`src/rtl/uart_bus_bridge.sv`:
```
// Byte-stream command decoder: SET_ADDR / WRITE / IOWR packets drive a handshaked memory write port and IO strobes.
// Build macro CFG_BRIDGE_TIMEOUT_EN enables the mid-packet idle timeout (TIMEOUT_CYCLES).
module uart_bus_bridge #(
    parameter int unsigned        ADDR_W         = 20,
    parameter logic [ADDR_W-1:0]  RESET_ADDR     = ADDR_W'(20'hB0000),
    parameter int unsigned        TIMEOUT_CYCLES = 2500000
) (
    input  logic              iClk,
    input  logic              iReset,
    input  logic [7:0]        iData,
    input  logic              iValid,
    output logic [ADDR_W-1:0] oAddr,
    output logic [7:0]        oData,
    output logic              oWr,
    input  logic              iReady,
    output logic [7:0]        oIoAddr,
    output logic [7:0]        oIoData,
    output logic              oIoWr,
    output logic              oBusy,
    output logic              oOverrun,
    output logic              oBadCmd
);

    localparam int unsigned       NB        = (ADDR_W + 7) / 8;
    localparam int unsigned       CNT_W     = (NB > 1) ? $clog2(NB) : 1;
    localparam logic [CNT_W-1:0]  LAST_BYTE = CNT_W'(NB - 1);

    typedef enum logic [2:0] {
        S_IDLE,
        S_ADDR,
        S_LEN,
        S_DATA,
        S_IO_ADDR,
        S_IO_DATA
    } state_t;

    state_t            state;
    state_t            next_state;
    logic [ADDR_W-1:0] ptr;
    logic [CNT_W-1:0]  byte_cnt;
    logic [8:0]        remaining;

    logic              take_cmd;
    logic              take_addr;
    logic              take_len;
    logic              take_data;
    logic              take_io_addr;
    logic              take_io_data;
    logic              bad_cmd;
    logic              slot_free;
    logic              timeout_hit;
    logic [ADDR_W-1:0] addr_mask;
    logic [ADDR_W-1:0] addr_ins;

    always_comb begin
        take_cmd     = iValid && (state == S_IDLE);
        take_addr    = iValid && (state == S_ADDR);
        take_len     = iValid && (state == S_LEN);
        take_data    = iValid && (state == S_DATA);
        take_io_addr = iValid && (state == S_IO_ADDR);
        take_io_data = iValid && (state == S_IO_DATA);
        bad_cmd      = take_cmd && (iData > 8'h03);
        slot_free    = !oWr || iReady;
    end

    // Little-endian address load: byte n lands in bits [8n+7:8n]; bits past ADDR_W fall off the shift.
    always_comb begin
        addr_mask = ADDR_W'(8'hFF) << {byte_cnt, 3'b000};
        addr_ins  = ADDR_W'(iData) << {byte_cnt, 3'b000};
    end

`ifdef CFG_BRIDGE_TIMEOUT_EN
    localparam int unsigned TO_W = $clog2(TIMEOUT_CYCLES + 1);

    logic [TO_W-1:0] idle_cnt;

    always_ff @(posedge iClk) begin
        if (iReset || iValid || (state == S_IDLE)) begin
            idle_cnt <= '0;
        end else begin
            idle_cnt <= idle_cnt + TO_W'(1);
        end
    end

    assign timeout_hit = (state != S_IDLE) && !iValid &&
                         (idle_cnt == TO_W'(TIMEOUT_CYCLES - 1));
`else
    assign timeout_hit = 1'b0;

    if (TIMEOUT_CYCLES == 0) begin : g_timeout_param_ref
    end
`endif

    always_ff @(posedge iClk) begin
        if (iReset) begin
            state <= S_IDLE;
        end else begin
            state <= next_state;
        end
    end

    always_comb begin
        next_state = state;
        if (iValid) begin
            case (state)
                S_IDLE: begin
                    case (iData)
                        8'h01:   next_state = S_ADDR;
                        8'h02:   next_state = S_LEN;
                        8'h03:   next_state = S_IO_ADDR;
                        default: next_state = S_IDLE;
                    endcase
                end
                S_ADDR:    if (byte_cnt == LAST_BYTE) next_state = S_IDLE;
                S_LEN:     next_state = S_DATA;
                S_DATA:    if (remaining == 9'd1) next_state = S_IDLE;
                S_IO_ADDR: next_state = S_IO_DATA;
                S_IO_DATA: next_state = S_IDLE;
                default:   next_state = S_IDLE;
            endcase
        end else if (timeout_hit) begin
            next_state = S_IDLE;
        end
    end

    always_ff @(posedge iClk) begin
        if (iReset) begin
            ptr       <= RESET_ADDR;
            byte_cnt  <= '0;
            remaining <= '0;
        end else begin
            if (take_cmd && (iData == 8'h01)) begin
                byte_cnt <= '0;
            end
            if (take_addr) begin
                ptr      <= (ptr & ~addr_mask) | addr_ins;
                byte_cnt <= byte_cnt + CNT_W'(1);
            end
            if (take_len) begin
                remaining <= (iData == 8'h00) ? 9'd256 : {1'b0, iData};
            end
            // Dropped (overrun) bytes still advance ptr/remaining so framing stays aligned.
            if (take_data) begin
                ptr       <= ptr + ADDR_W'(1);
                remaining <= remaining - 9'd1;
            end
        end
    end

    always_ff @(posedge iClk) begin
        if (iReset) begin
            oAddr    <= '0;
            oData    <= '0;
            oWr      <= 1'b0;
            oOverrun <= 1'b0;
        end else begin
            if (take_data && slot_free) begin
                oAddr <= ptr;
                oData <= iData;
                oWr   <= 1'b1;
            end else if (oWr && iReady) begin
                oWr <= 1'b0;
            end
            if (take_data && !slot_free) begin
                oOverrun <= 1'b1;
            end
        end
    end

    always_ff @(posedge iClk) begin
        if (iReset) begin
            oIoAddr <= '0;
            oIoData <= '0;
            oIoWr   <= 1'b0;
            oBadCmd <= 1'b0;
        end else begin
            if (take_io_addr) begin
                oIoAddr <= iData;
            end
            if (take_io_data) begin
                oIoData <= iData;
            end
            oIoWr   <= take_io_data;
            oBadCmd <= bad_cmd || timeout_hit;
        end
    end

    assign oBusy = (state != S_IDLE) || oWr;

endmodule

```
`config.mk`:
```
export PLATFORM = sky130hd
export DESIGN_NAME = uart_bus_bridge
export DESIGN_NICKNAME = d
export VERILOG_FILES = /design/src/rtl/uart_bus_bridge.sv
export SDC_FILE = /design/constraint.sdc
export NUM_CORES = 1
export LEC_CHECK = 0
export ABC_AREA = 1
export BUFFER_PORTS_ARGS = -buffer_cell sky130_fd_sc_hd__buf_2
export CAP_MARGIN = 5
export CELL_PAD_IN_SITES_DETAIL_PLACEMENT = 0
export CELL_PAD_IN_SITES_GLOBAL_PLACEMENT = 1
export CORE_MARGIN = 1.5
export CORE_UTILIZATION = 40
export DETAILED_ROUTE_END_ITERATION = 8
export GPL_TIMING_DRIVEN = 0
export PLACE_DENSITY = 0.81
export RECOVER_POWER = 100
export SLEW_MARGIN = 25
export SYNTH_ARGS = -nofsm -noshare
export SYNTH_HDL_FRONTEND = slang
export SYNTH_SLANG_ARGS = --single-unit
```
`constraint.sdc`:
```
create_clock -name iClk -period 2 [get_ports iClk]
set_clock_uncertainty 0.2 [all_clocks]
set_input_delay 0.4 -clock iClk [delete_from_list [all_inputs] [get_ports iClk]]
set_output_delay 0.4 -clock iClk [all_outputs]
set_load 0.03 [all_outputs]
```
# Word-level counts from Yosys, hierarchy flattened
# Index checks and enable logic that the tools add are counted.
# word_totals
register_bits	82
latchBits	0
ram_bits	0
mem_bits_ro	0
in_bits	12
out_inout_bits	49
word_cells	69
mem_count	0
# classes
addsub	3
n_mul	0
n_div	0
magnitude_cmp	1
eq_ne	12
shifts	2
mux	13
bitwise	3
reduce_logical	23
# op_table
cell	n
$mux 20	2
$mux 9	3
$add 20x1->20 const B	1
$and 20x20->20	1
$not 20->20	1
$or 20x20->20	1
$shl 8x5->20	1
$shl 8x5->20 const A	1
$eq 8x2->1 const B	2
$pmux 3 s5	1
$logic_and 1x1->1	11
$eq 9x1->1 const B	1
$pmux 3 s3	1
$sub 9x1->9 const B	1
$eq 8x1->1 const B	1
$gt 8x2->1 const B	1
$logic_not 8->1	1
$reduce_bool 2->1	4
$eq 3x2->1 const B	2
$eq 3x3->1 const B	2
$mux 3	2
$mux 2	2
$ne 2x1->1 const B	2
$eq 3x1->1 const B	1
8 further kinds	11

# Depth between registers and ports, before layout
# Gate-level depths: netlist of run 1.
# logic_depth
word_depth	6
mapped_depth	12
ltp_nobuf	11

# Worst setup path after synthesis of run 1
# OpenSTA, ideal clock, no wires.
# synth_path
path_type	register to register
start	register byte_cnt[0]
end	register state[2]
arrival_time_ps	1384
required_time_ps	1687
slack_ps	303
path_stages_with_launch	10
n_path_buf	1
path_cell_list	dfxtp_1 > buf_2 > clkinv_1 > ha_1 > inv_1 > a31oi_1 > nand2_1 > o21ai_0 > nand2_1 > nor2_1
# synth_via
elab_chain_cells	3
# synth_lines
element	line_no	source
start: declaration	40	logic [CNT_W-1:0] byte_cnt;
start signal: assignment	137	byte_cnt <= byte_cnt + CNT_W'(1);
$eq 2x2->1	114	S_ADDR: if (byte_cnt == LAST_BYTE) next_state = S_IDLE;
$ne 2x1->1 (no line)	n/a	
$reduce_and 3->1 (no line)	n/a	
end signal: assignment	98	state <= next_state;
end: declaration	37	state_t state;
# Every way passes these cells.
# A chain may end at the register's enable or synchronous reset.

# Worst setup path after layout of run 1
# layout_path
start	register state[0]
end	output port oBusy
# layout_via
elab_chain_cells	2
# layout_lines
element	line_no	source
$reduce_bool 3->1	188	assign oBusy = (state != S_IDLE) || oWr;
$logic_or 1x1->1	188	
end: declaration	19	output logic oBusy,
# Every way passes these cells.

==> metrics.md, run 1 <==
| Metric | Value |
|---|---|
| Status | completed |
| Commonest cells in the netlist | 95 x nand2_1, 91 x o21ai_0, 82 x dfxtp_1, 66 x a21oi_1, 66 x nor2_1 |
| Nets@finish | 670 |
| Worst-margin pin slew | 0.626 ns |
| Gr ovfl total | 0 |
| RSZ-0062 raised after global routing | true |
| Clock buffer depth | 2 |
| FFs w/ async S/R, synth | 0% |
| Wirelength per Cell | 16.4 um |
| Synth top area share | 40.9% |
| Number of synthesized register bits | 82 |
| WP data required | 1.40 ns |
| DP Cell Count | 774 |
| Mapped Cells | 581 |
| Fin worst setup slack | 0.0685 ns |
| Pre-CTS WS | -0.0989 ns |
| P&R area growth vs syn | 16.6% |
| Yosys cell types | 36 |
| Post-route ant nets | 0 |
| Hold Path Origin | iData[1] |
| Post-synth EDFFs | 0 |
| Io pins | 61 |
| Fraction of the yosys area taken by sequential cells | 40.9% |
| First-pass GRT wire length | 20400 um |
| Pins Over Slew Limit | 0 |
| Setup TNS | 0 ns |
| Core box area | 0.00977 mm^2 |
| CP Buf/Inv Count | 2 |
| Worst path max stage delay | 0.35 ns |
| Worst endpoint data arrival time | 1.33 ns |
| CP delay by family, top | buffers and inverters |
| Reg area | 0.00165 mm^2 |
| Non-filler cells, final | 790 |
| DP Wirelength | 9170 um |
| Post-Layout Inst Area | 0.00469 mm^2 |
| CTS tree | yes |
| Yosys warnings | 0 |
| Crit Path Max Fanout | 10 |
| Pre-antenna DRT Iters | 5 |
| GPL Wtd Cong | 0.909 |
| Synthesized area per cell | 6.91 um^2 |
| N_diodes | 0 |
| Mapped cell area | 0.00402 mm^2 |
| Die Y | 103 um |
| Num CTS Buffers | 9 |
| Startpoint types | flop |
| Crit Path Class | flop to output pin |
| Die area | 0.0107 mm^2 |
| Final worst path period share | 96.6% |
| Crit end category | output pin |
| Final hold vios | 0 |
| Placement Cell Area | 0.00448 mm^2 |
| Routed wire length | 12900 um |
| Final setup viols | 0 |
| R2r setup slk | 0.07 ns |
| Initial Utilization | 41.1% |
| Minimum clock period | 1.93 ns |
| Clk_lat worst skew | 0.37 ns |
| Share of cells above drive strength 1 | 10.5% |
| Port Buf Inserts | 60 |
| Post-synth net total | 599 |
| Clock Sinks | 82 |
| Worst Setup SP | state[0] |
| Max-Cap Viols | 0 |
| Synth area leader | dfxtp_1 |
| Top area cells in the synthesized netlist | dfxtp_1 41%, o21ai_0 11%, nand2_1 8.9%, a21oi_1 8.2%, nor2_1 6.2% |
| Most common cell in the synthesized netlist | nand2_1 |
| Row cnt | 36 |
| Cts hold-fix bufs | 0 |
| Worst IR Drop VDD | 0.289 mV |
| Largest net degree at the start of global routing | 16 |
| Chip width | 103 um |
| Vias per cell | 5.26 |
| Clock Pin Slew Worst Setup and Hold Paths | 0.08 ns |
| Cell chain of the critical path | buf_4 > nor3_4 > nand2_1 > buf_2 |
| CTS root buf | clkbuf_8 |
| Worst Hold Class | input port to flop |
| Power Density | 755 mW/mm^2 |
| Lkg Pwr | 1.93 nW |
| Slew headroom | 58.3% |
| Via count | 4159 |
| H-tree levels | 3 |
| RR Startpoint | byte_cnt[0] |
| Worst path slowest cell | dfxtp_1 |
| Multi-input logic area | 0.00204 mm^2 |
| Initial DRC count | 273 |
| Gr usage total | 25.4% |
| # fillers | 1066 |
| Post-CTS Setup Inserts | 0 |
| Drt drc | 0 |
| Vias in the first global route | 3910 |
| Antenna violations before repair | 0 |
| Fmax | 518 MHz |
| Synth Flop Type | dfxtp_1 |
## cell families after synthesis
| logic type | count (synthesis) | synth area share, % |
|---|---|---|
| buffers and inverters | 92 | 9.50 |
| xor gates and xnor gates | 4 | 0.872 |
| AOI/OAI and AO/OA | 192 | 25.4 |
| adders and majority gates | 6 | 1.87 |
| and+or+nand+nor | 205 | 21.5 |
| DFF | 82 | 40.9 |
## worst min-delay path, stage by stage
cell and delay, ns:
buf_2 0.14, nand4_1 0.10, a21oi_1 0.06
## area by class of cell
cell class	instances	share of cell area (%)
multi-input combinational	407	43.5
clock inverter	6	1.55
buffer	27	3.02
sequential	82	35.1
clock buffer	10	2.94
inverter	65	5.26
tap	133	3.55
timing repair buffer	60	5.10
## final timing paths
| path | end | depth (start not counted) |
|---|---|---|
| worst min register to register | oOverrun | 2 |
| worst min-delay path | state[1] | 3 |
| worst max-delay path | oBusy | 4 |
| worst max register to register | state[2] | 9 |
## what timing repair did
action                     4_1_cts  5_1_grt
resized for setup                5       13
setup endpoints to repair        4       24
hold endpoints to repair         0        0
cloned                           0        0
## layer usage
layer  GRT usage (%)  vias up  share of wire (%)
met1            34.5     1894                 46
met5               0        -                  0
met3            3.09       22                5.0
li1                -     2089                  -
met4            11.6        0                2.8
met2            40.6      154                 46
## stage by stage
| stage | util [%] | power (mW) | hold slack [ns] |
|---|---|---|---|
| 2_1_floorplan | - | 2.09 | 0.256 |
| 3_3_place_gp | 45.9 | 2.24 | 0.250 |
| 3_5_place_dp | 45.9 | 2.25 | 0.264 |
| 4_1_cts | 48.2 | 3.55 | 0.0734 |
| 5_1_grt | 47.9 | 3.69 | 0.173 |
| 6_report | 47.9 | 3.54 | 0.176 |
## power breakdown
part / internal, mW / switching [mW] / total (mW) / leakage (nW)
sequential: 1.69 / 0.0589 / 1.75 / 0.665
combinational: 0.145 / 0.336 / 0.480 / 1.17
clock: 0.624 / 0.681 / 1.31 / 0.0971
## flip-flops by register name, summed over array words and instances (netlist names)
register / cells
oBadCmd: 1
oIoWr: 1
ptr: 20
byte_cnt: 2
oData: 8
remaining: 9
oIoData: 8
oIoAddr: 8
oAddr: 20
oWr: 1
oOverrun: 1
state: 3
## placed cells by master (no fill, tap or decap), types with 2 or more instances in the layout
| master | count |
|---|---|
| nand3_1 | 18 |
| o21ai_1 | 5 |
| o211ai_1 | 4 |
| buf_6 | 2 |
| nand2_2 | 2 |
| inv_1 | 60 |
| o2111ai_1 | 2 |
| inv_2 | 4 |
| nor2_2 | 4 |
| a31oi_1 | 3 |
| a21oi_1 | 65 |
| xor2_1 | 4 |
| o21a_1 | 2 |
| clkbuf_1 | 58 |
| nand4_1 | 3 |
| nor2_1 | 65 |
| dfxtp_1 | 79 |
| nand2_1 | 95 |
| a21oi_2 | 2 |
| clkinvlp_4 | 3 |
| dfxtp_2 | 3 |
| o22ai_1 | 15 |
| ha_1 | 3 |
| clkbuf_8 | 10 |
| nand3b_1 | 2 |
| buf_2 | 24 |
| ha_2 | 2 |
| nor3_1 | 9 |
| o21ai_0 | 91 |
| buf_4 | 2 |
Note: power is estimated with default switching activity, not from simulation.
==> inputs of run 2 (changes only) <==
- CORE_ASPECT_RATIO: unset -> 1.25
==> run 2 against run 1 <==
Effect of this change: global-route usage decreased by 0.77 points; sequential power about the same; sequential cell count unchanged; clock power rose by 44%; routed wire length fell by 0.25%; fmax up 0.90%; non-clock buffer count unchanged; die area barely moved; worst setup slack better by 0.017 ns; first-iteration DRC count increased by 42%; register-to-register slack better by 0.02 ns; hold slack lost 0.063 ns; critical path type unchanged; largest power group is now the clock network.
==> metrics.md, run 2 (synthesized netlist as in run 1, its figures left out) <==
| Metric | Value |
|---|---|
| Largest net degree at the start of global routing | 17 (was 16) |
| Power Density | 844 mW/mm^2 (was 755 mW/mm^2) |
| N_diodes | 0 (unchanged) |
| Final setup viols | 0 (unchanged) |
| Final hold vios | 0 (unchanged) |
| Gr ovfl total | 0 (unchanged) |
| Antenna violations before repair | 0 (unchanged) |
| Comb power frac | 11.7% (was 13.6%) |
| Core box area | 0.00971 mm^2 (was 0.00977 mm^2) |
| Crit Path Max Fanout | 10 (unchanged) |
| Row cnt | 40 (was 36) |
| Wirelength per Cell | 16.5 um (was 16.4 um) |
| Sequential power share | 42.6% (was 49.5%) |
| CTS root buf | clkbuf_16 (was clkbuf_8) |
| Fmax | 522 MHz (was 518 MHz) |
| Vias in the first global route | 3912 (was 3910) |
| Share of cells above drive strength 1 | 17.4% (was 10.5%) |
| Clock Pin Slew Worst Setup and Hold Paths | 0.07 ns (was 0.08 ns) |
| Switching power | 1.14 mW (was 1.08 mW) |
| Pins Over Slew Limit | 0 (unchanged) |
| Clock buffer depth | 2 (unchanged) |
| Clock Sinks | 82 (unchanged) |
| Crit end category | output pin (unchanged) |
| Io pins | 61 (unchanged) |
| Worst Hold Depth | 2 (was 3) |
| Routed wire length | 12900 um (about the same) |
| Hold Path Origin | iReset (was iData[1]) |
| Slew headroom | 55.9% (was 58.3%) |
| RSZ-0062 raised after global routing | true (unchanged) |
| Power Total | 4.10 mW (was 3.54 mW) |
| P&R area growth vs syn | 21.1% (was 16.6%) |
| RR Startpoint | byte_cnt[1] (was byte_cnt[0]) |
| Reg2Reg Depth | 8 (was 9) |
| Die Y | 115 um (was 103 um) |
| P_int | 2.96 mW (was 2.46 mW) |
| Pre-antenna DRT Iters | 5 (unchanged) |
| Lkg Pwr | 2.22 nW (was 1.93 nW) |
| Via count | 4280 (was 4159) |
| Final worst path period share | 95.7% (was 96.6%) |
| GPL Wtd Cong | 0.916 (was 0.909) |
| H-tree levels | 3 (unchanged) |
| Drt drc | 0 (unchanged) |
| Worst endpoint data arrival time | 1.31 ns (was 1.33 ns) |
| WP data required | 1.40 ns (about the same) |
| First-pass GRT wire length | 20100 um (was 20400 um) |
| Sw Ratio | 27.8% (was 30.4%) |
| Clk pwr share | 45.8% (was 36.9%) |
| Status | completed (unchanged) |
| Worst Setup SP | state[0] (unchanged) |
| Clk_lat worst skew | 0.34 ns (was 0.37 ns) |
| Num CTS Buffers | 9 (unchanged) |
| Final Core Density | 50.1% (was 47.9%) |
| Vias per cell | 5.47 (was 5.26) |
| DP Wirelength | 9320 um (was 9170 um) |
| Startpoint types | flop (unchanged) |
| CTS tree | yes (unchanged) |
| Nets@finish | 670 (unchanged) |
| Initial Utilization | 41.4% (was 41.1%) |
| Largest regs | oAddr: 20 flops, ptr: 20 flops, remaining: 9 flops (unchanged) |
| Worst Hold Class | input port to flop (unchanged) |
| Post-route ant nets | 0 (unchanged) |
| Port Buf Inserts | 60 (unchanged) |
| Minimum clock period | 1.91 ns (was 1.93 ns) |
| Commonest cells after routing, fill and taps aside | 95 x nand2_1, 90 x o21ai_0, 81 x dfxtp_1, 72 x buf_2 (was 95 x nand2_1, 91 x o21ai_0, 79 x dfxtp_1, 65 x nor2_1, 65 x a21oi_1) |
| Setup TNS | 0 ns (unchanged) |
| Initial DRC count | 387 (was 273) |
| Die area | 0.0107 mm^2 (about the same) |
| Worst-margin pin slew | 0.662 ns (was 0.626 ns) |
| Crit Path Class | flop to output pin (unchanged) |
| Max-Cap Viols | 0 (unchanged) |
| Most common cell after layout, fill and taps aside | nand2_1 (unchanged) |
| Gr usage total | 24.7% (was 25.4%) |
| Post-CTS Setup Inserts | 0 (unchanged) |
| Chip width | 92.6 um (was 103 um) |
| Worst IR Drop VDD | 0.480 mV (was 0.289 mV) |
[run 2: cell types whose count changed in the layout (fill, tap and decap cells not counted), moves of 2 or more]
cell,before,now
clkinvlp_4,3,0
clkbuf_4,0,2
dfxtp_1,79,81
clkbuf_16,0,9
dfxtp_2,3,1
clkbuf_8,10,0
buf_2,24,72
clkbuf_1,58,9
[run 2: layout make-up]
type,count,area (um^2)
fillers,1007,4840
multi-input cells,407,2040
flip-flops and latches,82,1640
repair buffers,60,300
inverters,65,246
clock buffers,9,225
well taps,126,158
plain buffers,27,144
clock inverters,7,109
[run 2: final timing paths]
| check | slack, ns | to |
|---|---|---|
| hold reg to reg | 0.27 | oOverrun |
| setup reg to reg | 0.09 | ptr[15] |
| hold / removal | 0.11 | oAddr[0] |
| setup / recovery | 0.09 | oBusy |
[run 2: what timing repair did]
item	in CTS	in global routing
hold endpoints to repair	0	0
gates resized for setup	4	13
pin swaps	0	1
endpoints found under the setup margin	10	11
cloned	0	0
hold buffers	0	0
[run 2: stage by stage]
step | cells | hold slack [ns] | area (um^2) | setup slack [ns]
floorplan | 581 | 0.256 | 4020 | 0.303
global placement | 767 | 0.262 | 4480 | -0.0773
detailed placement | 767 | 0.268 | 4480 | -0.102
CTS | 783 | 0.104 | 4820 | 0.0227
global route | 783 | 0.123 | 4860 | -0.00746
finish | 783 | 0.114 | 4860 | 0.0857
[run 2: per-layer routing]
layer  global-route usage (%)  vias to the layer above  wire length, um
met5                        0                        -                0
met2                     40.9                      194             6180
met1                     31.6                     1963             5570
li1                         -                     2093                -
met4                     10.5                        0              340
met3                     4.37                       30              804
[run 2: critical path: stages (launching register included)]
cell	delay [ns]
dfxtp_1	0.34
buf_2	0.20
nor3_4	0.20
nand2_1	0.06
buf_2	0.17
[run 2: power by group through the flow]
stage               clock network, mW  registers, mW  logic (mW)
floorplan                           0           1.80       0.295
global placement                    0           1.78       0.460
detailed placement                  0           1.78       0.463
CTS                              1.91           1.75       0.468
global route                     1.98           1.75       0.531
finish                           1.88           1.75       0.479
==> inputs of run 3 (changes only) <==
==> constraint.sdc (replaced) <==
create_clock -name iClk -period 2 [get_ports iClk]
set_clock_uncertainty 0.2 [all_clocks]
set_input_delay 0.1 -clock iClk [delete_from_list [all_inputs] [get_ports iClk]]
set_output_delay 0.1 -clock iClk [all_outputs]
set_load 0.03 [all_outputs]
==> run 3 against run 2 <==
Effect of this change: count of clock-buffer cells in the layout unchanged; critical path depth is 4 higher; highest routed layer unchanged; critical path type is now flop to flop; routed wire length increased by 0.22%; fmax increased by 1.0%; final cell count up 1.1%; first-iteration DRC count decreased by 4.7%; via count is 0.35% higher; die area stayed put; sequential share of layout area down 0.095 points.
==> metrics.md, run 3 (synthesized netlist as in run 1, its figures left out) <==
| Metric | Value |
|---|---|
| Comb power frac | 11.7% (about the same) |
| First-pass GRT wire length | 20200 um (was 20100 um) |
| GPL Wtd Cong | 0.916 (unchanged) |
| P&R area growth vs syn | 21.4% (was 21.1%) |
| Row cnt | 40 (unchanged) |
| Crit Path Max Fanout | 11 (was 10) |
| Gr usage total | 24.8% (was 24.7%) |
| Worst path max stage delay | 0.41 ns (was 0.34 ns) |
| Port Buf Inserts | 60 (unchanged) |
| Worst Hold Class | input port to flop (unchanged) |
| Largest net degree at the start of global routing | 17 (unchanged) |
| Max-Cap Viols | 0 (unchanged) |
| Clock Pin Slew Worst Setup and Hold Paths | 0.07 ns (about the same) |
| # fillers | 1021 (was 1007) |
| CTS root buf | clkbuf_16 (unchanged) |
| WP data required | 2.04 ns (was 1.40 ns) |
| Largest regs | oAddr: 20 flops, ptr: 20 flops, remaining: 9 flops (unchanged) |
| Drt drc | 0 (unchanged) |
| CP Buf/Inv Count | 3 (was 2) |
| Die Y | 115 um (unchanged) |
| Chip width | 92.6 um (unchanged) |
| Most common cell after layout, fill and taps aside | nand2_1 (unchanged) |
| Post-CTS Setup Inserts | 0 (unchanged) |
| Reg2Reg Depth | 8 (unchanged) |
| Wirelength per Cell | 16.3 um (was 16.5 um) |
| Final hold vios | 0 (unchanged) |
| CP dominant cell by count | inv_1 (was buf_2) |
| Power Density | 841 mW/mm^2 (was 844 mW/mm^2) |
| Initial Utilization | 41.4% (unchanged) |
| Worst-margin pin slew | 0.615 ns (was 0.662 ns) |
| Vias per cell | 5.42 (was 5.47) |
| Cell chain of the critical path | inv_1 > buf_2 > ha_1 > o21ai_0 > nor3_1 > nor2_1 > o21ai_1 > inv_1 (was buf_2 > nor3_4 > nand2_1 > buf_2) |
| Fin worst setup slack | 0.105 ns (was 0.0857 ns) |
| Antenna violations before repair | 0 (unchanged) |
| DP Cell Count | 767 (unchanged) |
| Pins Over Slew Limit | 0 (unchanged) |
| Sequential power share | 42.6% (about the same) |
| Commonest cells after routing, fill and taps aside | 95 x nand2_1, 92 x o21ai_0, 81 x dfxtp_1, 65 x nor2_1, 65 x a21oi_1 (was 95 x nand2_1, 90 x o21ai_0, 81 x dfxtp_1, 72 x buf_2) |
| Num CTS Buffers | 9 (unchanged) |
| Slew headroom | 59.0% (was 55.9%) |
| Worst IR Drop VDD | 0.480 mV (about the same) |
| CP delay by family, top | flip-flops (was buffers and inverters) |
| RR Startpoint | byte_cnt[1] (unchanged) |
| Crit Path Class | flop to flop (was flop to output pin) |
| Routed wire length | 12900 um (about the same) |
| P_int | 2.97 mW (was 2.96 mW) |
| Pre-CTS WS | -0.102 ns (unchanged) |
| Sw Ratio | 27.7% (was 27.8%) |
| Clk pwr share | 45.7% (was 45.8%) |
| Status | completed (unchanged) |
| R2r setup slk | 0.10 ns (was 0.09 ns) |
| Clk_lat worst skew | 0.34 ns (about the same) |
| DP Wirelength | 9320 um (unchanged) |
| Die area | 0.0107 mm^2 (unchanged) |
| Post-route ant nets | 0 (unchanged) |
| Clock buffer depth | 2 (unchanged) |
| N_diodes | 0 (unchanged) |
| Initial DRC count | 369 (was 387) |
| Fmax | 528 MHz (was 522 MHz) |
| Crit. path cell count | 8 (was 4) |
| Fin Hold WS | 0.0435 ns (was 0.114 ns) |
| Via count | 4295 (was 4280) |
| RSZ-0062 raised after global routing | false (was true) |
| Worst R2R End | ptr[15] (unchanged) |
| Clock Sinks | 82 (unchanged) |
| Crit end category | flop (was output pin) |
| Vias in the first global route | 3966 (was 3912) |
| Final worst path period share | 94.8% (was 95.7%) |
| Minimum clock period | 1.90 ns (was 1.91 ns) |
| Lkg Pwr | 2.03 nW (was 2.22 nW) |
| Reg area | 0.00164 mm^2 (unchanged) |
| Nets@finish | 679 (was 670) |
| Gr ovfl total | 0 (unchanged) |
| Multi-input logic area | 0.00203 mm^2 (was 0.00204 mm^2) |
| Core box area | 0.00971 mm^2 (unchanged) |
| Switching power | 1.14 mW (about the same) |
| Share of cells above drive strength 1 | 9.46% (was 17.4%) |
| CTS tree | yes (unchanged) |
| Pre-antenna DRT Iters | 5 (unchanged) |
| Worst Setup SP | byte_cnt[1] (was state[0]) |
| Io pins | 61 (unchanged) |
| Worst path slowest cell | dfxtp_1 (unchanged) |
| Non-filler cells, final | 792 (was 783) |
| Setup TNS | 0 ns (unchanged) |
| Crit path capture | ptr[15] (was oBusy) |
| Worst endpoint data arrival time | 1.93 ns (was 1.31 ns) |
| H-tree levels | 3 (unchanged) |
| Final setup viols | 0 (unchanged) |
| Startpoint types | flop (unchanged) |
[run 3: cell count changes in the layout (fill, tap and decap cells not counted), sizes merged]
cell         delta
dlygate4sd3     +9
buf            -56
clkbuf         +56
[run 3: final cells by class]
| class | instances | area share, % |
|---|---|---|
| Inverter | 65 | 5.05 |
| Clock inverter | 7 | 2.23 |
| Clock buffer | 9 | 4.62 |
| Buffer | 27 | 2.87 |
| Tap cell | 126 | 3.23 |
| Timing Repair Buffer | 69 | 6.75 |
| Sequential cell | 82 | 33.7 |
| Multi-Input combinational cell | 407 | 41.6 |
[run 3: what timing repair did]
item | CTS | global route
endpoints found under the hold margin | 20 | 0
hold buffers | 9 | 0
gates cloned | 0 | 0
gates resized for setup | 2 | 10
setup endpoints to repair | 9 | 8
pin swaps | 0 | 1
[run 3: power groups by stage]
stage | logic [mW] | clock network [mW] | registers, mW
floorplan | 0.295 | 0 | 1.80
global placement | 0.460 | 0 | 1.78
detailed placement | 0.463 | 0 | 1.78
CTS | 0.479 | 1.91 | 1.75
global route | 0.537 | 1.97 | 1.75
finish | 0.481 | 1.87 | 1.75
[run 3: routing by layer]
layer | wire, um | track usage, % | part of all wire, % | up-vias
li1 | - | - | - | 2117
met1 | 5500 | 31.4 | 43 | 1980
met2 | 6290 | 41.6 | 49 | 170
met3 | 801 | 4.76 | 6.2 | 28
met4 | 338 | 10.2 | 2.6 | 0
met5 | 0 | 0 | 0 | -
[run 3: worst min-delay path by stage]
stage               cells past startpoint        to      from
floorplan                               1  oAddr[0]    iReset
global placement                        2  oAddr[0]    iReset
detailed placement                      2  oAddr[0]    iReset
CTS                                     3  oData[2]  iData[2]
global route                            3  oData[2]  iData[2]
finish                                  3  oData[2]  iData[2]
[run 3: stage by stage]
step	cell area (um^2)	utilization, %	total power, mW
3_3_place_gp	4480	46.1	2.24
5_1_grt	4880	50.2	4.26
6_report	4880	50.2	4.10
3_5_place_dp	4480	46.1	2.25
4_1_cts	4900	50.5	4.13
2_1_floorplan	4020	-	2.09
[run 3: worst reg2reg max path, cell delays in order, from the launching register on]
cell and delay, ns:
dfxtp_1 0.41, inv_1 0.11, buf_2 0.24, ha_1 0.35, o21ai_0 0.12, nor3_1 0.17
nor2_1 0.07, o21ai_1 0.07, inv_1 0.05
